==> config.mk <==
export PLATFORM = sky130hd
export DESIGN_NAME = signed_addsub_scheduler
export DESIGN_NICKNAME = d
export VERILOG_FILES = /design/src/rtl/signed_addsub_scheduler.sv
export SDC_FILE = /design/constraint.sdc
export NUM_CORES = 1
export LEC_CHECK = 0
export ABC_AREA = 1
export ABC_CLOCK_PERIOD_IN_PS = 3000
export CORE_MARGIN = 2
export CORE_UTILIZATION = 30
export CTS_CLUSTER_SIZE = 14
export DETAILED_ROUTE_END_ITERATION = 16
export SYNTH_ARGS = -nofsm -noshare
export SYNTH_HDL_FRONTEND = slang
export SYNTH_SLANG_ARGS = --single-unit
==> constraint.sdc <==
create_clock -name clk -period 3 [get_ports clk]
set_input_delay 0.3 -clock clk [delete_from_list [all_inputs] [get_ports clk]]
set_output_delay 0.3 -clock clk [all_outputs]
set_load 0.005 [all_outputs]
==> src/rtl/signed_addsub_scheduler.sv <==
// Two-requester signed add/subtract unit with round-robin grant and a one-op-in-flight IDLE/EXEC/DONE sequence.
// Optional macro ADDSUB_SAT_EN saturates res_signed on overflow; otherwise the result wraps.
module signed_addsub_scheduler #(
  parameter int N = 8
) (
  input  logic         clk,
  input  logic         rst,
  input  logic         req_valid_0,
  input  logic         req_valid_1,
  output logic         req_ready_0,
  output logic         req_ready_1,
  input  logic [N-1:0] a_0,
  input  logic [N-1:0] b_0,
  input  logic [N-1:0] a_1,
  input  logic [N-1:0] b_1,
  input  logic [1:0]   sign_0,
  input  logic [1:0]   sign_1,
  output logic         res_valid,
  input  logic         res_ready,
  output logic [N-1:0] res_signed,
  output logic         res_id,
  output logic         res_ovf
);

  typedef enum logic [1:0] {IDLE, EXEC, DONE} state_t;

  state_t         state_q, state_d;
  logic           last_q, last_d;
  logic [N-1:0]   op_a_q, op_a_d, op_b_q, op_b_d;
  logic [1:0]     op_sign_q, op_sign_d;
  logic           op_id_q, op_id_d;
  logic [N-1:0]   res_q, res_d;
  logic           id_q, id_d;
  logic           ovf_q, ovf_d;

  logic           gnt_0, gnt_1;
  logic [N+1:0]   ext_a, ext_b, term_a, term_b, exact;
  logic           exact_ovf;
  logic [N-1:0]   exact_res;

  always_comb begin
    gnt_0 = 1'b0;
    gnt_1 = 1'b0;
    if (state_q == IDLE && !rst) begin
      if (req_valid_0 && req_valid_1) begin
        gnt_0 = last_q;
        gnt_1 = !last_q;
      end else begin
        gnt_0 = req_valid_0;
        gnt_1 = req_valid_1;
      end
    end
  end

  // Exact value needs two guard bits: -A-B with both at the negative limit reaches 2^N.
  always_comb begin
    ext_a     = {{2{op_a_q[N-1]}}, op_a_q};
    ext_b     = {{2{op_b_q[N-1]}}, op_b_q};
    term_a    = op_sign_q[1] ? (~ext_a + 1'b1) : ext_a;
    term_b    = op_sign_q[0] ? (~ext_b + 1'b1) : ext_b;
    exact     = term_a + term_b;
    exact_ovf = !((exact[N+1:N-1] == 3'b000) || (exact[N+1:N-1] == 3'b111));
`ifdef ADDSUB_SAT_EN
    if (exact_ovf)
      exact_res = exact[N+1] ? {1'b1, {(N-1){1'b0}}} : {1'b0, {(N-1){1'b1}}};
    else
      exact_res = exact[N-1:0];
`else
    exact_res = exact[N-1:0];
`endif
  end

  always_comb begin
    state_d   = state_q;
    last_d    = last_q;
    op_a_d    = op_a_q;
    op_b_d    = op_b_q;
    op_sign_d = op_sign_q;
    op_id_d   = op_id_q;
    res_d     = res_q;
    id_d      = id_q;
    ovf_d     = ovf_q;
    unique case (state_q)
      IDLE: begin
        if (gnt_0) begin
          op_a_d = a_0; op_b_d = b_0; op_sign_d = sign_0; op_id_d = 1'b0;
          state_d = EXEC;
        end else if (gnt_1) begin
          op_a_d = a_1; op_b_d = b_1; op_sign_d = sign_1; op_id_d = 1'b1;
          state_d = EXEC;
        end
      end
      EXEC: begin
        res_d   = exact_res;
        ovf_d   = exact_ovf;
        id_d    = op_id_q;
        state_d = DONE;
      end
      DONE: begin
        if (res_ready) begin
          last_d  = id_q;
          state_d = IDLE;
        end
      end
      default: state_d = IDLE;
    endcase
  end

  always_ff @(posedge clk) begin
    if (rst) begin
      state_q   <= IDLE;
      last_q    <= 1'b1;
      op_a_q    <= '0;
      op_b_q    <= '0;
      op_sign_q <= '0;
      op_id_q   <= 1'b0;
      res_q     <= '0;
      id_q      <= 1'b0;
      ovf_q     <= 1'b0;
    end else begin
      state_q   <= state_d;
      last_q    <= last_d;
      op_a_q    <= op_a_d;
      op_b_q    <= op_b_d;
      op_sign_q <= op_sign_d;
      op_id_q   <= op_id_d;
      res_q     <= res_d;
      id_q      <= id_d;
      ovf_q     <= ovf_d;
    end
  end

  assign req_ready_0 = gnt_0;
  assign req_ready_1 = gnt_1;
  assign res_valid   = (state_q == DONE);
  assign res_signed  = res_q;
  assign res_id      = id_q;
  assign res_ovf     = ovf_q;

endmodule
==> flow_summary_export.csv <==
group,metric,value,unit
final_layout,areaGrowthSynthToFinish,29.0,%
worst_setup_path,r2r_cells,18,
worst_setup_path,start_kind,"register",
yosys,synthCells,363,
outcome,outcome,"finished, final reports clean",
hold_path,hold_end,"op_b_q[5]",
hold_path,holdPathStages,2,
yosys,synth_top_area_share,0.282,
yosys,ys_seq_area_frac,0.282,
worst_setup_path,crit_required,3180,ps
hold_path,hold_start,"op_b_q[5]",
final_layout,final_cells,513,
floorplanning,fp.dieArea,8290,um2
clocking,cts.sinks,32,
clocking,cts_resized,0,
timing,rsz0062_at_grt,"false",
final_layout,register_area,641,um2
worst_setup_path,r2r_slack,490,ps
placement,place_inst,505,
final_layout,multiInputGateArea,1360,um2
yosys,synthArstFlopShare,0,
yosys,synthMostInstantiatedCell,"nand2_1",
hold_path,hold_path_class,"reg2reg",
final_layout,nets,466,
placement,gp_congestion,0.831,
clocking,cts_buffers,5,
timing,relSlewSlack,0.500,
yosys,synth_edf_count,0,
timing,fin_skew,3.82,ps
placement,post-dp-hpwl,4.28,mm
final_layout,fillCellCount,831,
floorplanning,fp.dieW,91.1,um
route,drtIter0Drc,102,
job,drv_cap,0,
final_layout,antenna_cells,0,
timing,worst_slew_pin_slew,748,ps
worst_setup_path,crit_fanout,4,
clocking,clock_latency,280,ps
global_route,grt_max_degree,29,
route,wirelength,5.20,mm
worst_setup_path,crit_type,"reg2reg",
timing,period_needed,2510,ps
global_route,grt_pass1_vias,2214,
yosys,yosysUniqueCellTypes,24,
pwr,leakage,1.34,nW
yosys,synth_flop_cell,"dfxtp_1",
timing,clock.fmax,398,MHz
yosys,yosysWarnings,0,
timing,tns,0,ps
timing,finalCritPeriodShare,0.837,
timing,setup_violations,0,
yosys,syn-cell-area,2270,um2
placement,io_buffers,53,
route,drc,0,
timing,drv_slew,0,
clocking,ctsLongestPathBuffers,2,
floorplanning,fp.dieH,91.1,um
floorplanning,core,7290,um2
worst_setup_path,end_kind,"register",
clocking,tritoncts,"yes",
worst_setup_path,cp_data_arrival_time,2690,ps
clocking,cts_setup_buffers,0,
clocking,h-tree-depth,2,
worst_setup_path,reg2reg_from,"op_b_q[0]",
global_route,grt_pass1_wl,9.31,mm
worst_setup_path,r2r_end,"res_ovf",
global_route,antenna_found_initial,0,
global_route,grt_use_total,0.135,
floorplanning,start_util,0.312,
floorplanning,placementRows,31,
yosys,netlist_top_cells_count,"nand2_1 (84), nor2_1 (70), inv_1 (44)",
route,vias,2292,
global_route,overflow,0,
clocking,cts_root_buffer,"clkbuf_8",
clocking,path_clk_slew,60,ps
timing,hold_viol,0,
yosys,synth_area_leaders,"dfxtp_1 (28%), nand2_1 (14%), nor2_1 (12%)",
yosys,synth_area_per_cell,6.26,um2
yosys,synth_fp_nets,416,
route,routed_via_density,4.47,
clocking,cts_hold_buf,0,
floorplanning,io_pins,54,
route,dr.pass1.iters,5,
yosys,synth_area_leader_cell,"dfxtp_1",
yosys,ys_ff_latch,32,
route,ant_nets,0,
pwr,ir_worst_vdd,132,uV
pwr,power.density,448,nW/um2
route,wl_per_cell,10.1,um
final_layout,drive_above_1_share,0.0314,
-- metal layers --
metal	share of wire	global-route usage
met5	0	0
met4	0.022	0.0556
met3	0.031	0.0299
met2	0.47	0.232
met1	0.48	0.162
-- layout by cell type (no fill, tap or decap), drive strengths merged, types with 2 or more instances in the layout --
cell / netlist / final
nand2: 84 / 84
nor2: 72 / 72
clkdlybuf4s50: 0 / 53
inv: 46 / 46
o21ai: 33 / 33
dfxtp: 32 / 32
a21oi: 31 / 31
nand3: 19 / 19
ha: 11 / 11
xor2: 9 / 9
clkbuf: 2 / 8
xnor2: 6 / 6
a31oi: 2 / 2
buf: 10 / 2
nor3: 2 / 2
-- how the worst max path moves through the flow --
stage                   start       to
finish              op_b_q[0]  res_ovf
global route        op_b_q[0]  res_ovf
CTS                 op_a_q[0]  res_ovf
detailed placement  op_a_q[0]  res_ovf
global placement    op_a_q[0]  res_ovf
floorplan           op_a_q[0]  res_ovf
-- through the flow --
stage               hold WS (ps)   util  setup slack [ps]  area, um2  total power, W
global route                 493  0.402               122       2930         0.00142
finish                       475  0.402               490       2930         0.00131
CTS                          481  0.402               498       2930         0.00133
floorplan                    443      -               782       2270        0.000841
global placement             459  0.390               574       2840        0.000985
detailed placement           471  0.390               514       2840        0.000992
-- critical path: stages, from the launching register on --
cell	delay, ps
dfxtp_1	320
inv_1	90
ha_1	150
inv_1	50
nor3_1	260
nand2_1	90
nand2_1	80
xor2_1	170
ha_1	300
nand2_1	120
inv_1	50
a21oi_1	210
nand3_1	100
nand2_1	90
nand2_1	50
nand3_1	80
nand3_1	80
nand2_1	80
inv_1	40
-- sequential cells by signal (all words and copies together), names as in the netlist --
signal      cells
res_id          1
last_q          1
res_signed      8
op_id_q         1
op_b_q          8
op_a_q          8
state_q         2
op_sign_q       2
res_ovf         1
-- cells by family after synthesis --
kind of cell,after synthesis,synth area share
AND/OR/NAND/NOR,178,0.318
XOR/XNOR,15,0.0578
AO/OA/AOI/OAI,68,0.153
flip-flops,32,0.282
adder cells (fa/ha/maj),12,0.0693
buffers and inverters,58,0.120
-- final cells by class --
| type | count | area share |
|---|---|---|
| Sequential cell | 32 | 0.218 |
| Inverter | 46 | 0.0589 |
| Timing Repair Buffer | 55 | 0.186 |
| Tap cell | 99 | 0.0422 |
| Clock buffer | 8 | 0.0307 |
| Multi-Input combinational cell | 273 | 0.464 |
-- report_power, final --
part	total, W	switching (W)	internal [W]
Clock	0.000337	0.000150	0.000187
Sequential	0.000505	0.0000375	0.000467
Combinational	0.000472	0.000253	0.000219
Note: power is estimated with default switching activity, not from simulation.
